--- src/rtl/hazard_forward_if.sv ---
// D-stage hazard query and forwarding data bundle shared between the
// pipeline datapath (master) and the hazard/forwarding unit (slave).
interface hazard_forward_if #(
  parameter int DW  = 32,
  parameter int AW  = 5,
  parameter int NRD = 2,
  parameter int TW  = 2
);

  // d_valid qualifies every d_* field in the same cycle. There is no ready
  // signal: the only backpressure is stall, and while stall is high the
  // pipeline must hold F/D unchanged so the same D fields are presented again.
  logic              flush;
  logic              d_valid;
  logic [NRD*AW-1:0] d_ra;
  logic [NRD*TW-1:0] d_tuse;
  logic [NRD-1:0]    d_use;
  logic [AW-1:0]     d_a3;
  logic [TW-1:0]     d_tnew;
  logic              d_md_start;
  logic              d_md_long;
  logic              d_md_use;
  logic [DW-1:0]     wd_e;
  logic [DW-1:0]     wd_m;
  logic [DW-1:0]     wd_w;
  logic [NRD*DW-1:0] d_rf_rd;
  logic [NRD*DW-1:0] e_rd;
  logic [DW-1:0]     m_rd2;

  logic              stall;
  logic              md_busy;
  logic [NRD*DW-1:0] d_fwd;
  logic [NRD*DW-1:0] e_fwd;
  logic [DW-1:0]     m_fwd_rt;

  modport master (
    output flush, d_valid, d_ra, d_tuse, d_use, d_a3, d_tnew,
    output d_md_start, d_md_long, d_md_use,
    output wd_e, wd_m, wd_w, d_rf_rd, e_rd, m_rd2,
    input  stall, md_busy, d_fwd, e_fwd, m_fwd_rt
  );

  modport slave (
    input  flush, d_valid, d_ra, d_tuse, d_use, d_a3, d_tnew,
    input  d_md_start, d_md_long, d_md_use,
    input  wd_e, wd_m, wd_w, d_rf_rd, e_rd, m_rd2,
    output stall, md_busy, d_fwd, e_fwd, m_fwd_rt
  );

endinterface

--- src/rtl/hazard_forward_unit.sv ---
// Hazard detection and operand forwarding for a 5-stage MIPS pipeline, with a
// destination scoreboard for E/M/W and a mult/div busy counter.
module hazard_forward_unit #(
  parameter int DW     = 32,
  parameter int AW     = 5,
  parameter int NRD    = 2,
  parameter int TW     = 2,
  parameter int MD_LAT = 5
) (
  input logic             clk,
  input logic             reset_n,
  hazard_forward_if.slave hf
);

  localparam int CW = $clog2(2 * MD_LAT + 1);
  localparam int RT = 1;

  // E record keeps every read address (E-stage forwarding); M keeps only rt.
  logic              e_valid_q, e_valid_d;
  logic [AW-1:0]     e_a3_q,    e_a3_d;
  logic [TW-1:0]     e_tnew_q,  e_tnew_d;
  logic [NRD*AW-1:0] e_ra_q,    e_ra_d;

  logic              m_valid_q, m_valid_d;
  logic [AW-1:0]     m_a3_q,    m_a3_d;
  logic [TW-1:0]     m_tnew_q,  m_tnew_d;
  logic [AW-1:0]     m_rt_q,    m_rt_d;

  logic              w_valid_q, w_valid_d;
  logic [AW-1:0]     w_a3_q,    w_a3_d;
  logic [TW-1:0]     w_tnew_q,  w_tnew_d;

  logic [CW-1:0]     md_cnt_q,  md_cnt_d;

  logic              md_busy;
  logic              md_stall;
  logic              hz_stall;
  logic              stall;
  logic [NRD-1:0]    port_stall;
  logic [NRD*DW-1:0] d_fwd_pk;
  logic [NRD*DW-1:0] e_fwd_pk;
  logic [DW-1:0]     m_fwd_rt;

  function automatic logic rec_match(input logic          v,
                                     input logic [AW-1:0] a3,
                                     input logic [AW-1:0] ra);
    return v && (a3 == ra) && (ra != '0);
  endfunction

  function automatic logic [TW-1:0] dec_sat(input logic [TW-1:0] t);
    return (t == '0) ? '0 : t - TW'(1);
  endfunction

  for (genvar gi = 0; gi < NRD; gi++) begin : g_port
    logic [AW-1:0] d_ra;
    logic [AW-1:0] e_ra;
    logic [TW-1:0] tuse;
    logic [TW-1:0] tnew_y;
    logic          d_hit_e, d_hit_m, d_hit_w;
    logic          e_hit_m, e_hit_w;
    logic [DW-1:0] d_fwd_v;
    logic [DW-1:0] e_fwd_v;

    assign d_ra = hf.d_ra[gi*AW +: AW];
    assign e_ra = e_ra_q[gi*AW +: AW];
    assign tuse = hf.d_tuse[gi*TW +: TW];

    assign d_hit_e = rec_match(e_valid_q, e_a3_q, d_ra);
    assign d_hit_m = rec_match(m_valid_q, m_a3_q, d_ra);
    assign d_hit_w = rec_match(w_valid_q, w_a3_q, d_ra);
    assign e_hit_m = rec_match(m_valid_q, m_a3_q, e_ra);
    assign e_hit_w = rec_match(w_valid_q, w_a3_q, e_ra);

    // Only the youngest matching producer decides whether D must wait.
    always_comb begin
      tnew_y = '0;
      if (d_hit_e) begin
        tnew_y = e_tnew_q;
      end else if (d_hit_m) begin
        tnew_y = m_tnew_q;
      end else if (d_hit_w) begin
        tnew_y = w_tnew_q;
      end
    end

    assign port_stall[gi] = hf.d_valid & hf.d_use[gi] &
                            (d_hit_e | d_hit_m | d_hit_w) & (tnew_y > tuse);

    always_comb begin
      d_fwd_v = hf.d_rf_rd[gi*DW +: DW];
      if (d_hit_e && (e_tnew_q == '0)) begin
        d_fwd_v = hf.wd_e;
      end else if (d_hit_m && (m_tnew_q == '0)) begin
        d_fwd_v = hf.wd_m;
      end else if (d_hit_w && (w_tnew_q == '0)) begin
        d_fwd_v = hf.wd_w;
      end
    end

    always_comb begin
      e_fwd_v = hf.e_rd[gi*DW +: DW];
      if (e_hit_m && (m_tnew_q == '0)) begin
        e_fwd_v = hf.wd_m;
      end else if (e_hit_w && (w_tnew_q == '0)) begin
        e_fwd_v = hf.wd_w;
      end
    end

    assign d_fwd_pk[gi*DW +: DW] = d_fwd_v;
    assign e_fwd_pk[gi*DW +: DW] = e_fwd_v;
  end

  always_comb begin
    m_fwd_rt = hf.m_rd2;
    if (rec_match(w_valid_q, w_a3_q, m_rt_q) && (w_tnew_q == '0)) begin
      m_fwd_rt = hf.wd_w;
    end
  end

  assign md_busy  = (md_cnt_q != '0);
  assign md_stall = md_busy & (hf.d_md_use | hf.d_md_start);
  assign hz_stall = |port_stall;
  assign stall    = hz_stall | md_stall;

  assign hf.stall    = stall;
  assign hf.md_busy  = md_busy;
  assign hf.d_fwd    = d_fwd_pk;
  assign hf.e_fwd    = e_fwd_pk;
  assign hf.m_fwd_rt = m_fwd_rt;

  // Flush overrides both the shift and a mult/div start on the same edge.
  always_comb begin
    e_valid_d = 1'b0;
    e_a3_d    = '0;
    e_tnew_d  = '0;
    e_ra_d    = '0;

    m_valid_d = e_valid_q;
    m_a3_d    = e_a3_q;
    m_tnew_d  = dec_sat(e_tnew_q);
    m_rt_d    = e_ra_q[RT*AW +: AW];

    w_valid_d = m_valid_q;
    w_a3_d    = m_a3_q;
    w_tnew_d  = dec_sat(m_tnew_q);

    md_cnt_d  = md_busy ? (md_cnt_q - CW'(1)) : '0;

    if (hf.d_valid && !stall) begin
      e_valid_d = 1'b1;
      e_a3_d    = hf.d_a3;
      e_tnew_d  = hf.d_tnew;
      e_ra_d    = hf.d_ra;
      if (hf.d_md_start) begin
        md_cnt_d = hf.d_md_long ? CW'(2 * MD_LAT) : CW'(MD_LAT);
      end
    end

    if (hf.flush) begin
      e_valid_d = 1'b0;
      e_a3_d    = '0;
      e_tnew_d  = '0;
      e_ra_d    = '0;
      m_valid_d = 1'b0;
      m_a3_d    = '0;
      m_tnew_d  = '0;
      m_rt_d    = '0;
      w_valid_d = 1'b0;
      w_a3_d    = '0;
      w_tnew_d  = '0;
      md_cnt_d  = '0;
    end
  end

  always_ff @(posedge clk or negedge reset_n) begin
    if (!reset_n) begin
      e_valid_q <= 1'b0;
      e_a3_q    <= '0;
      e_tnew_q  <= '0;
      e_ra_q    <= '0;
      m_valid_q <= 1'b0;
      m_a3_q    <= '0;
      m_tnew_q  <= '0;
      m_rt_q    <= '0;
      w_valid_q <= 1'b0;
      w_a3_q    <= '0;
      w_tnew_q  <= '0;
      md_cnt_q  <= '0;
    end else begin
      e_valid_q <= e_valid_d;
      e_a3_q    <= e_a3_d;
      e_tnew_q  <= e_tnew_d;
      e_ra_q    <= e_ra_d;
      m_valid_q <= m_valid_d;
      m_a3_q    <= m_a3_d;
      m_tnew_q  <= m_tnew_d;
      m_rt_q    <= m_rt_d;
      w_valid_q <= w_valid_d;
      w_a3_q    <= w_a3_d;
      w_tnew_q  <= w_tnew_d;
      md_cnt_q  <= md_cnt_d;
    end
  end

endmodule

--- src/flat_wrapper.sv ---
// flat-port wrapper written by rule: the top's interface ports become plain ports
module hazard_forward_unit_flat 
#(
  parameter int DW     = 32,
  parameter int AW     = 5,
  parameter int NRD    = 2,
  parameter int TW     = 2,
  parameter int MD_LAT = 5
)
  (clk, reset_n, hf_flush, hf_d_valid, hf_d_ra, hf_d_tuse, hf_d_use, hf_d_a3, hf_d_tnew, hf_d_md_start, hf_d_md_long, hf_d_md_use, hf_wd_e, hf_wd_m, hf_wd_w, hf_d_rf_rd, hf_e_rd, hf_m_rd2, hf_stall, hf_md_busy, hf_d_fwd, hf_e_fwd, hf_m_fwd_rt);
  hazard_forward_if #(.DW(DW), .AW(AW), .NRD(NRD), .TW(TW)) hf_i ();
  input logic clk;
  input logic reset_n;
  input wire logic [$bits(hf_i.flush)-1:0] hf_flush;
  input wire logic [$bits(hf_i.d_valid)-1:0] hf_d_valid;
  input wire logic [$bits(hf_i.d_ra)-1:0] hf_d_ra;
  input wire logic [$bits(hf_i.d_tuse)-1:0] hf_d_tuse;
  input wire logic [$bits(hf_i.d_use)-1:0] hf_d_use;
  input wire logic [$bits(hf_i.d_a3)-1:0] hf_d_a3;
  input wire logic [$bits(hf_i.d_tnew)-1:0] hf_d_tnew;
  input wire logic [$bits(hf_i.d_md_start)-1:0] hf_d_md_start;
  input wire logic [$bits(hf_i.d_md_long)-1:0] hf_d_md_long;
  input wire logic [$bits(hf_i.d_md_use)-1:0] hf_d_md_use;
  input wire logic [$bits(hf_i.wd_e)-1:0] hf_wd_e;
  input wire logic [$bits(hf_i.wd_m)-1:0] hf_wd_m;
  input wire logic [$bits(hf_i.wd_w)-1:0] hf_wd_w;
  input wire logic [$bits(hf_i.d_rf_rd)-1:0] hf_d_rf_rd;
  input wire logic [$bits(hf_i.e_rd)-1:0] hf_e_rd;
  input wire logic [$bits(hf_i.m_rd2)-1:0] hf_m_rd2;
  output wire logic [$bits(hf_i.stall)-1:0] hf_stall;
  output wire logic [$bits(hf_i.md_busy)-1:0] hf_md_busy;
  output wire logic [$bits(hf_i.d_fwd)-1:0] hf_d_fwd;
  output wire logic [$bits(hf_i.e_fwd)-1:0] hf_e_fwd;
  output wire logic [$bits(hf_i.m_fwd_rt)-1:0] hf_m_fwd_rt;
  assign hf_i.flush = hf_flush;
  assign hf_i.d_valid = hf_d_valid;
  assign hf_i.d_ra = hf_d_ra;
  assign hf_i.d_tuse = hf_d_tuse;
  assign hf_i.d_use = hf_d_use;
  assign hf_i.d_a3 = hf_d_a3;
  assign hf_i.d_tnew = hf_d_tnew;
  assign hf_i.d_md_start = hf_d_md_start;
  assign hf_i.d_md_long = hf_d_md_long;
  assign hf_i.d_md_use = hf_d_md_use;
  assign hf_i.wd_e = hf_wd_e;
  assign hf_i.wd_m = hf_wd_m;
  assign hf_i.wd_w = hf_wd_w;
  assign hf_i.d_rf_rd = hf_d_rf_rd;
  assign hf_i.e_rd = hf_e_rd;
  assign hf_i.m_rd2 = hf_m_rd2;
  assign hf_stall = hf_i.stall;
  assign hf_md_busy = hf_i.md_busy;
  assign hf_d_fwd = hf_i.d_fwd;
  assign hf_e_fwd = hf_i.e_fwd;
  assign hf_m_fwd_rt = hf_i.m_fwd_rt;
  hazard_forward_unit #(.DW(DW), .AW(AW), .NRD(NRD), .TW(TW), .MD_LAT(MD_LAT)) u_core (.clk(clk), .reset_n(reset_n), .hf(hf_i));
endmodule
--- config.mk ---
export PLATFORM = sky130hd
export DESIGN_NAME = hazard_forward_unit_flat
export DESIGN_NICKNAME = d
export VERILOG_FILES = /design/src/rtl/hazard_forward_if.sv /design/src/rtl/hazard_forward_unit.sv /design/src/flat_wrapper.sv
export SDC_FILE = /design/constraint.sdc
export NUM_CORES = 1
export LEC_CHECK = 0
export CORE_AREA = 2 2 174 176
export DETAILED_ROUTE_END_ITERATION = 16
export DIE_AREA = 0 0 176 178
export HOLD_SLACK_MARGIN = 0.12
export PLACE_DENSITY = 0.53
export SLEW_MARGIN = 5
export SYNTH_ARGS = -nofsm -noshare
export SYNTH_HDL_FRONTEND = slang
export SYNTH_SLANG_ARGS = --single-unit
--- constraint.sdc ---
create_clock -name clk -period 6.15 [get_ports clk]
set_clock_uncertainty 0.15 [all_clocks]
set_input_delay 0.615 -clock clk [delete_from_list [all_inputs] [get_ports clk]]
set_output_delay 0.615 -clock clk [all_outputs]
set_load 0.05 [all_outputs]
[Word-level counts from Yosys, hierarchy flattened]
Cells that the tools add are included.
Word-level totals
  bits in registers: 43
  input port bits: 286
  output and inout bits: 162
  word-level logic and storage cells: 125
Cells by class
  add/sub/neg operators: 3
  $lt $le $gt $ge: 2
  equality and inequality tests: 11
  multiplexer cells: 39
  bitwise logic cells: 13
  reductions and logical operators: 45
Operators with widths (number)
  two-way mux 32 bit: 11
  equality test 5 bit: 11
  logical AND 1 bit: 34
  two-way mux 5 bit: 5
  nonzero test 5 bit: 5
  two-way mux 2 bit: 12
  two-way mux 10 bit: 2
  two-way mux 4 bit: 5
  AND 1 bit: 7
  zero test 2 bit: 3
  OR 1 bit: 6
  > comparator 2 bit: 2
  two-way mux 1 bit: 4
  nonzero test 4 bit: 1
  subtractor 2 x 1 -> 2 bit, second input constant: 2
  subtractor 4 x 1 -> 4 bit, second input constant: 1
  OR reduction 2 bit: 1
  zero test 1 bit: 1

[Logic depth before layout (Yosys ltp)]
Gate-level depths: netlist of run 1.
  word-level depth: 14
  mapped depth: 15
  depth with buffers taken out: 13

[Worst setup path before layout of run 1]
OpenSTA, ideal clock, no wires.
  path kind: input port to output port
  start point: input hf_d_ra[1]
  end point: output hf_stall
  data arrival time: 3.124 ns
  data required time: 5.385 ns
  path slack: 2.261 ns
  stages on the path: 10
  path buffers: 0
  cells stage by stage: or4_4 > nor2_8 > nor4_1 > nor2b_1 > a22o_1 > mux2_2 > ha_1 > a211oi_1 > o31ai_4 > nand3_1
On the way
  cells in the longest elaborated chain, start to end: 10
  elaborated cells on any way between the ends: 20
  those cells by class: order compare: 1; eq/ne: 3; mux: 3; bitwise: 5; reduce/logical: 8
Ends and longest elaborated chain
  start: declaration: line flat_wrapper.sv:16  | input wire logic [$bits(hf_i.d_ra)-1:0] hf_d_ra;
  equality test 5 bit: line hazard_forward_unit.sv:47  | return v && (a3 == ra) && (ra != '0);
  logical AND 1 bit (2 in series): line hazard_forward_unit.sv:47
  two-way mux 2 bit: line hazard_forward_unit.sv:81  | end else if (d_hit_w) begin
  two-way mux 2 bit: line hazard_forward_unit.sv:79  | end else if (d_hit_m) begin
  two-way mux 2 bit: line hazard_forward_unit.sv:77  | if (d_hit_e) begin
  > comparator 2 bit: line hazard_forward_unit.sv:87  | (d_hit_e | d_hit_m | d_hit_w) & (tnew_y > tuse);
  AND 1 bit (*): line hazard_forward_unit.sv:87
  OR reduction 2 bit (*): line hazard_forward_unit.sv:122  | assign hz_stall = |port_stall;
  OR 1 bit (*): line hazard_forward_unit.sv:123  | assign stall = hz_stall | md_stall;
  end: declaration: line flat_wrapper.sv:30  | output wire logic [$bits(hf_i.stall)-1:0] hf_stall;
Mark *: on every way between the ends. The rest lies on a longest branch, timed or not.

[Final worst setup path of run 1]
Same ends and word-level chain as after synthesis.

==> results of run 1 <==
## critical path: stages
cell	delay [ps]
clkdlybuf4s50_1	520
or4_4	620
nor2_8	170
nor4_1	120
nor2b_1	160
a22o_1	190
mux2_2	260
ha_1	290
a211oi_1	370
o31ai_4	130
nand3_1	90
clkdlybuf4s50_1	810
## layer usage
layer / share of wire / vias up / global-route usage / wire [µm]
met3: 0.073 / 25 / 0.04838 / 2525
met4: 0.015 / 2 / 0.03616 / 523
li1: - / 3648 / - / -
met2: 0.50 / 276 / 0.3655 / 17110
met5: 0.00038 / - / 0 / 13
met1: 0.41 / 3582 / 0.2596 / 14290
## Yosys cell counts (3+ instances only)
cell | count | area share
mux2i_1 | 130 | 0.21
nand2_1 | 73 | 0.043
nor2_1 | 72 | 0.043
o21ai_0 | 66 | 0.052
a211oi_1 | 65 | 0.077
a21o_1 | 64 | 0.076
xnor2_1 | 48 | 0.067
dfrtp_1 | 43 | 0.17
buf_2 | 30 | 0.024
clkbuf_1 | 28 | 0.017
mux2_2 | 28 | 0.050
nor2b_1 | 20 | 0.020
and2_1 | 18 | 0.018
nand4_1 | 11 | 0.011
buf_4 | 9 | 0.011
nor3_1 | 9 | 0.0071
inv_1 | 8 | 0.0048
xor2_1 | 7 | 0.0097
ha_1 | 6 | 0.012
mux2_1 | 5 | 0.0089
or3_1 | 4 | 0.0040
a21oi_1 | 3 | 0.0024
a22o_1 | 3 | 0.0042
nor3b_1 | 3 | 0.0036
nor4_2 | 3 | 0.0060
or4_1 | 3 | 0.0036
## sequential cells by signal (all words and copies together), names as in the netlist, 2 cells and up
register,flops
u_core.w_a3_q,5
u_core.m_a3_q,5
u_core.e_a3_q,5
u_core.w_tnew_q,2
u_core.m_tnew_q,2
u_core.e_ra_q,10
u_core.e_tnew_q,2
u_core.m_rt_q,5
u_core.md_cnt_q,4
## kinds of logic (layout without fill, tap and decap cells)
family / count (synthesis) / after routing / share of synthesized area
compound gates: 210 / 210 / 0.2265
xor+xnor: 55 / 55 / 0.07643
fa+ha+maj: 6 / 6 / 0.01191
buf+inv: 78 / 476 / 0.06015
flops: 43 / 43 / 0.1707
mux: 163 / 163 / 0.2654
other cells: 0 / 6 / 0
simple gates: 232 / 232 / 0.1888
## cell type report
class / instances / area share
multi-input cells: 666 / 0.4356
well taps: 390 / 0.04331
clock buffers: 5 / 0.01111
diodes: 6 / 0.001333
clock inverters: 2 / 0.003332
repair buffers: 461 / 0.4072
inverters: 8 / 0.002665
flip-flops and latches: 43 / 0.09551
## through the flow
stage | utilization | instances
final | 0.3832 | 1581
after global placement | 0.3771 | 1568
after floorplan | - | 787
after global routing | 0.3829 | 1578
after detailed placement | 0.3771 | 1568
after CTS | 0.3827 | 1575
## placed cells by master, fill, tap and decap left out, drive strengths merged
master           n
xnor2           48
bufinv           1
o2111ai          1
nor3b            3
and2            18
diode            6
nor4             6
mux2            33
or4b             2
nor2            74
mux2i          130
ha               6
nand3            2
a211oi          65
nor4b            1
a22o             3
a21o            64
clkdlybuf4s50  446
o31ai            1
a22oi            1
and3b            1
o21ai           66
dfrtp           43
xor2             7
o21a             1
or4              4
clkbuf           5
inv              8
a21oi            3
nor3            11
clkinvlp         1
o21bai           1
a31o             4
nand2           73
and4             1
or3              4
nor4bb           1
nand4           11
nor2b           20
buf             15
## power by group through the flow
stage / combinational (W) / clock [W] / sequential, W
5_1_grt: 0.00113 / 0.000315 / 0.000355
3_5_place_dp: 0.00107 / 0 / 0.000355
6_report: 0.00107 / 0.000296 / 0.000350
4_1_cts: 0.00107 / 0.000301 / 0.000349
3_3_place_gp: 0.00107 / 0 / 0.000355
2_1_floorplan: 0.000604 / 0 / 0.000338
## path summary, 6_finish.rpt
kind / slack [ps] / depth (start not counted) / from / end
worst max-delay path: 1030 / 12 / hf_d_ra[1] / hf_stall
worst min-delay path: 320 / 1 / reset_n / u_core.e_a3_q[1]
worst max register to register: 2660 / 11 / u_core.w_a3_q[3] / u_core.md_cnt_q[3]
worst min register to register: 390 / 1 / u_core.m_tnew_q[0] / u_core.w_tnew_q[0]
max in group asynchronous: 4920 / 1 / reset_n / u_core.e_tnew_q[1]
min in group clk: 390 / 1 / u_core.m_tnew_q[0] / u_core.w_tnew_q[0]
==> results by group, run 1 <==
STA
  – Setup ws final: 1032 ps
  – Finish-stage setup viols: 0
  – Worst-margin pin slew: 1029 ps
  – Min Hold Slack: 321.8 ps
  – Final hold viol count: 0
  – Clock period minus worst slack: 5118 ps
  – Fin crit share: 0.8321
  – RSZ-0062 raised after global routing: false
  – Max-slew violations: 0
  – Achievable Freq: 0.1954 GHz
  – Worst slew margin: 0.3140
  – Fin Setup TNS: 0 ps

Routing
  – Avg WL per Cell: 21.79 µm
  – Vias: 7,533
  – Initial DRC count: 462
  – Final ANT Viol Nets: 0
  – DRT Pass-1 Iters: 5
  – DRC: 0
  – Final WL: 34,450 µm
  – Vias per std cell: 4.765

Synth
  – Synthesized area: approximately 6300 µm²
  – Seq/Total Area, Yosys: 0.1707
  – Synth Area per Inst: ~8.0 µm²
  – Syn nets: approximately 1,100
  – Ys Warns: 0
  – Async S/R FF share, synth: 1.000
  – Post-synthesis cell type count: 48
  – Most used flip-flop cell after synthesis: dfrtp_1
  – Post-Syn Instances: 787
  – Synth Register Bits: 43
  – Post-synth EDFFs: 0

Worst setup path
  – Startpoint types: input port
  – CP max FO: 5
  – Worst EP arrival: 4350 ps
  – WS Path Type: in2out
  – CP Capture Type: output pin
  – CP Data Required Time: 5380 ps

Finish
  – Fillers: 3,010
  – Fin nets: roughly 1,500
  – Layout cells sized above 1: 0.05907
  – P&R area growth vs syn: 78.76%
  – Reg area: 1076 µm²
  – Multi-input combinational cell area: 4907 µm²
  – Final Cell Area: 11,270 µm²

CTS
  – Post-CTS setup buffers: 0
  – Clock Pin Slew Worst Setup and Hold Paths: 60 ps
  – Number of buffers created by CTS: 5
  – Hold Buf Count CTS: 0
  – PostCTS Resize Cnt: 0
  – CTS tree: done
  – Bufs on Longest Clock Path: 2
  – CTS sink count: 43
  – Clock root cell: clkbuf_16
  – H-tree levels: 2
  – Worst-Skew Late Latency: 280 ps

Power and ir drop
  – Pleak: 4.152 nW
  – Total power draw: 0.001714 W
  – Net load switching power: 0.0007506 W
  – Reg power frac: 0.204
  – Switching part of the total: 0.4380
  – Max VDD drop: around 150 µV
  – Internal cell power: 0.0009631 W
  – Clock power share: 0.173
  – Pwr per Cell Area: 152.1 nW/µm²
  – Gate power share: 0.623

Job
  – Max-Cap Viols: 0

Global routing
  – Overall routing resource usage: 0.2070
  – Vias in the first global route: 7,405
  – Grt ovf: 0
  – First-pass GRT wire length: 48,660 µm
  – Initial antenna violation count: 7
  – Largest net degree at the start of global routing: 65

Floorplanning
  – Site row count: 63
  – Initial core utilization: 0.2143
  – Area of the core: 29,400 µm²
  – Full die area: 31,330 µm²
  – IO Count: 448
  – Chip width: about 180 µm
  – Die H: 178 µm

Placed design
  – Post-Place Worst Slack: 1016 ps
  – Area after DPL: ~11,000 µm²
  – Port Buf Inserts: 447
  – RePlAce Congestion: 0.8974
  – HPWL after DPL: 27,420 µm

Min path
  – Min-delay worst type: in2async

Run status
  – Status: completed
Note: power is estimated with default switching activity, not from simulation.
==> run 2, diff against run 1 <==
Settings changed: CORE_AREA 2 2 174 176 to 2 2 176 178, DIE_AREA 0 0 176 178 to 0 0 178 180, PLACE_DENSITY 0.53 to 0.52.
Clock period 6.15 ns to 5.1 ns, I/O delays scaled along.
==> run 2 against run 1 <==
Effect of this change: sequential cell count stayed put; critical path depth is 4 lower; sequential share of layout area hardly changed; worst setup slack worse by 460 ps; power is 18% higher; critical path type unchanged; largest cell class unchanged; largest power group unchanged.
==> results by group, run 2 (synthesized netlist as in run 1, its figures left out) <==
Run status
  – Status: completed

Finish
  – Reg area: 1076 µm²
  – Fin nets: 1,476
  – Reg with most FFs: u_core.e_ra_q
  – Layout cells sized above 1: 0.05907
  – Fillers: roughly 3,200
  – Max FFs per register: 10
  – Multi-input combinational cell area: just under 5000 µm²
  – Commonest non-fill, non-tap cell in the layout: clkdlybuf4s50_1
  – P&R area growth vs syn: 79.02%
  – Most frequent cells in the layout: clkdlybuf4s50_1 (445), mux2i_1 (130), nand2_1 (73)

CTS
  – Worst-Skew Late Latency: 280 ps
  – H-tree levels: 2
  – Post-CTS setup buffers: 0
  – Hold Buf Count CTS: 0
  – Bufs on Longest Clock Path: 2
  – Clock root cell: clkbuf_16
  – PostCTS Resize Cnt: 0
  – Clock Pin Slew Worst Setup and Hold Paths: 60 ps
  – CTS sink count: 43
  – Number of buffers created by CTS: 5
  – CTS tree: done

STA
  – Worst-margin pin slew: 1121 ps
  – Fin crit share: 0.8869
  – Final hold viol count: 0
  – RSZ-0062 raised after global routing: false
  – Achievable Freq: 0.2211 GHz
  – Clock period minus worst slack: 4523 ps
  – Max-slew violations: 0
  – Fin Setup TNS: 0 ps
  – Worst slew margin: 0.2523
  – Finish-stage setup viols: 0
  – Setup ws final: slightly below 600 ps

Floorplanning
  – Die H: 180 µm
  – Initial core utilization: 0.2088
  – Chip width: between 150 and 200 µm
  – Area of the core: 30,190 µm²
  – Full die area: 32,040 µm²
  – IO Count: roughly 450
  – Site row count: 64

Routing
  – Vias: 7,564
  – DRT Pass-1 Iters: 5
  – Vias per std cell: 4.763
  – Initial DRC count: 360
  – Final ANT Viol Nets: 0
  – Avg WL per Cell: 22.09 µm
  – DRC: 0
  – Final WL: 35,070 µm

Power and ir drop
  – Max VDD drop: 185.2 µV
  – Pleak: 4.147 nW
  – Pwr per Cell Area: 179.4 nW/µm²

Placed design
  – HPWL after DPL: 27,770 µm
  – Port Buf Inserts: 447
  – Post-Place Worst Slack: 531.8 ps
  – RePlAce Congestion: between 0.8 and 0.9

Worst setup path
  – CP max FO: 64
  – WS Path Type: in2out
  – Worst EP arrival: 3860 ps
  – FF-to-FF setup slack: around 1600 ps
  – Worst Setup SP: hf_d_ra[1]
  – R2R Path Start: u_core.w_a3_q[1]
  – CP Data Required Time: roughly 4400 ps
  – Startpoint types: input port
  – CP Capture Type: output pin

Global routing
  – Initial antenna violation count: 7
  – Largest net degree at the start of global routing: 65
  – First-pass GRT wire length: 50,930 µm
  – Overall routing resource usage: 0.2092
  – Vias in the first global route: between 7,000 and 8,000
  – Grt ovf: 0

Min path
  – Min-delay worst type: in2async

Job
  – Max-Cap Viols: 0
==> run 2: final timing paths <==
| path | end | cells after the start |
|---|---|---|
| worst max register to register | u_core.md_cnt_q[3] | 12 |
| min in group clk | u_core.w_tnew_q[0] | 1 |
| max in group asynchronous | u_core.e_tnew_q[0] | 1 |
| worst max-delay path | hf_d_fwd[19] | 8 |
| worst min register to register | u_core.w_tnew_q[0] | 1 |
| worst min-delay path | u_core.e_a3_q[0] | 1 |
==> run 2: per-stage QoR <==
stage	instances	cell area, µm²	util	power, W	hold WS [ps]
floorplan	787	6302	-	0.001136	64.41
global placement	1573	11120	0.3685	0.001715	356.7
detailed placement	1573	11120	0.3685	0.001717	373.9
CTS	1581	11260	0.3731	0.002034	283.3
global route	1588	11280	0.3737	0.002124	330.7
finish	1588	11280	0.3737	0.002024	219.0
==> run 2: metal layers <==
layer | share of wire | routed length [µm] | global-route usage
met1 | 0.42 | 14590 | 0.2605
met3 | 0.066 | 2314 | 0.03236
met4 | 0.019 | 656 | 0.04754
met5 | 0 | 0 | 0
met2 | 0.50 | 17510 | 0.3747
==> run 2: cell type report <==
class                   count  share of cell area
multi-input cells         666              0.4350
repair buffers            460              0.4090
flip-flops and latches     43             0.09537
well taps                 396             0.04392
clock buffers               6             0.01142
inverters                   8            0.002662
diodes                      7            0.001553
clock inverters             2            0.001109
==> run 2: critical path: stages <==
cell and delay [ps]:
clkdlybuf4s50_1 520, or4_4 620, nor2_8 160, or4b_4 610, nor2_1 90, a211oi_1 300, a21o_1 120, clkdlybuf4s50_1 830
==> run 2: power breakdown <==
part	internal, W	switching [W]
registers	0.000377	0.0000438
logic	0.000554	0.000734
clock network	0.000181	0.000134
total	0.00111	0.000912
==> variant, RTL diff (config.mk and constraints of run 1) <==
`AW` is set to 5 in 3 places; all go to 4.
--- a/src/rtl/hazard_forward_if.sv
+++ b/src/rtl/hazard_forward_if.sv
@@ -2,7 +2,7 @@
 // pipeline datapath (master) and the hazard/forwarding unit (slave).
 interface hazard_forward_if #(
   parameter int DW  = 32,
-  parameter int AW  = 5,
+  parameter int AW  = 4,
   parameter int NRD = 2,
   parameter int TW  = 2
 );
--- a/src/rtl/hazard_forward_unit.sv
+++ b/src/rtl/hazard_forward_unit.sv
@@ -2,7 +2,7 @@
 // destination scoreboard for E/M/W and a mult/div busy counter.
 module hazard_forward_unit #(
   parameter int DW     = 32,
-  parameter int AW     = 5,
+  parameter int AW     = 4,
   parameter int NRD    = 2,
   parameter int TW     = 2,
   parameter int MD_LAT = 5
--- a/src/flat_wrapper.sv
+++ b/src/flat_wrapper.sv
@@ -2,7 +2,7 @@
 module hazard_forward_unit_flat 
 #(
   parameter int DW     = 32,
-  parameter int AW     = 5,
+  parameter int AW     = 4,
   parameter int NRD    = 2,
   parameter int TW     = 2,
   parameter int MD_LAT = 5
Interface: changed (resized hf_d_a3 and hf_d_ra); port bits go from 448 to 445. The function was not compared with the original's and may differ.
==> variant against run 1 <==
  * Via count fell by 0.52%
  * Maximum frequency fell by 0.19%
  * Power is 1.7% higher
  * Sequential cell count decreased by 6
  * Final area fell by 3.1%
  * Critical endpoint unchanged
  * Sequential share of layout area fell by 1.1 points
  * Largest cell class unchanged
  * Area after synthesis decreased by 4.8%
  * Wire length rose by 4.3%
  * Worst setup slack worse by 9.9 ps
  * Non-clock buffer count is 3 lower
==> variant: results (changes against run 1) <==
<table>
<tr><th>Metric</th><th>Value</th></tr>
<tr><th colspan="2">Pwr</th></tr>
<tr><td>Cell internal pwr</td><td>0.924 mW (-4.0%)</td></tr>
<tr><td>Leak</td><td>4.77 nW (+15%)</td></tr>
<tr><th colspan="2">GRT</th></tr>
<tr><td>Global-route wire length before repair</td><td>50,200 microns (+3.2%)</td></tr>
<tr><td>Number of antenna violations at the first check in global routing</td><td>8 (+1)</td></tr>
<tr><td>Aggregate global-route resource usage</td><td>21.5% (+0.76 points)</td></tr>
<tr><td>Grt met3 use</td><td>4.16% (-0.68 points)</td></tr>
<tr><th colspan="2">Timing</th></tr>
<tr><td>Ratio of final minimum period to clock period</td><td>83.4% (+0.16 points)</td></tr>
<tr><th colspan="2">Critical path</th></tr>
<tr><td>R2R Path End</td><td>u_core.e_ra_q[1]</td></tr>
<tr><td>Register-to-register setup slack</td><td>2510 ps (-150 ps)</td></tr>
<tr><th colspan="2">Logic synthesis</th></tr>
<tr><td>Post-synthesis adder-cell area fraction</td><td>1.25% (+0.060 points)</td></tr>
<tr><td>Share of synthesized area occupied by flip-flops and latches</td><td>15.4% (-1.6 points)</td></tr>
<tr><td>Multiplexer fraction of the synthesized cell area</td><td>34.5% (+8.0 points)</td></tr>
<tr><td>Fraction of synthesized cell area in xor and xnor cells</td><td>5.40% (-2.2 points)</td></tr>
<tr><td>Number of standard cells after synthesis</td><td>802 (+1.9%)</td></tr>
<tr><td>Number of library cell types mapped by synthesis</td><td>47 (-2.1%)</td></tr>
<tr><td>Post-synth top cells</td><td>sky130_fd_sc_hd__nor2_1 (105), sky130_fd_sc_hd__mux2i_1 (98), sky130_fd_sc_hd__mux2_2 (96)</td></tr>
<tr><th colspan="2">Placement</th></tr>
<tr><td>Cells after DPL</td><td>1,580 (+0.77%)</td></tr>
<tr><td>Routability congestion estimate</td><td>0.872 (-2.8%)</td></tr>
<tr><td># port buffers</td><td>444 (-0.67%)</td></tr>
<tr><td>Placed wire-length estimate</td><td>28,200 microns (+3.0%)</td></tr>
<tr><th colspan="2">Detailed routing</th></tr>
<tr><td>Routed WL per cell</td><td>22.6 microns (+3.6%)</td></tr>
<tr><td>Met2 wirelength from detailed routing</td><td>17,700 microns (+3.3%)</td></tr>
<tr><td>Via density</td><td>4.71 (-1.2%)</td></tr>
<tr><td>Met3 WL post-DR</td><td>2270 microns (-10%)</td></tr>
<tr><th colspan="2">Final layout</th></tr>
<tr><td>Flip-flop count of the largest register, all copies and words added</td><td>8 (-2)</td></tr>
<tr><td>Fraction of layout instances using a drive strength above 1</td><td>11.5% (+5.6 points)</td></tr>
<tr><th colspan="2">Outcome</th></tr>
<tr><td>Result of the run</td><td>complete, no violations</td></tr>
</table>
[variant: changes by cell type after synthesis, sizes merged, moves of 9 or more]
| cell | before | now |
|---|---|---|
| a21oi | 3 | 72 |
| a211oi | 65 | 0 |
| mux2 | 33 | 97 |
| a21o | 64 | 1 |
| mux2i | 130 | 98 |
| o21ai | 66 | 98 |
| nor2 | 74 | 105 |
| xnor2 | 48 | 21 |
| nor3 | 11 | 21 |
| xor2 | 7 | 16 |
[variant: per-stage QoR]
step / util [%] / power [mW] / hold WS [ps]
2_1_floorplan: - / 0.984 / 169
3_3_place_gp: 36.6 / 1.49 / 336
3_5_place_dp: 36.6 / 1.49 / 344
4_1_cts: 37.1 / 1.75 / 351
5_1_grt: 37.1 / 1.83 / 373
6_report: 37.1 / 1.74 / 348
[variant: worst min path at each step]
stage                               endpoint               start  depth (start not counted)
after CTS                 u_core.md_cnt_q[0]  u_core.md_cnt_q[0]                          1
after detailed placement  u_core.md_cnt_q[0]  u_core.md_cnt_q[0]                          1
after global routing      u_core.md_cnt_q[0]  u_core.md_cnt_q[0]                          1
after floorplan             u_core.e_a3_q[0]             reset_n                          0
after global placement    u_core.md_cnt_q[0]  u_core.md_cnt_q[0]                          1
final                     u_core.md_cnt_q[0]  u_core.md_cnt_q[0]                          1
[variant: area by class of cell]
cell class	count	share of cell area (%)
clock buffer	6	1.27
tap	390	4.47
antenna	5	0.115
sequential	37	8.49
clock inverter	1	0.0688
timing repair buffer	458	41.8
inverter	6	0.206
multi-input combinational	689	43.6
[variant: power by group through the flow]
stage / combinational, mW / clock [mW] / sequential, mW
detailed placement: 1.17 / 0 / 0.325
global placement: 1.17 / 0 / 0.325
floorplan: 0.678 / 0 / 0.306
finish: 1.17 / 0.255 / 0.321
global route: 1.23 / 0.269 / 0.327
CTS: 1.17 / 0.261 / 0.321
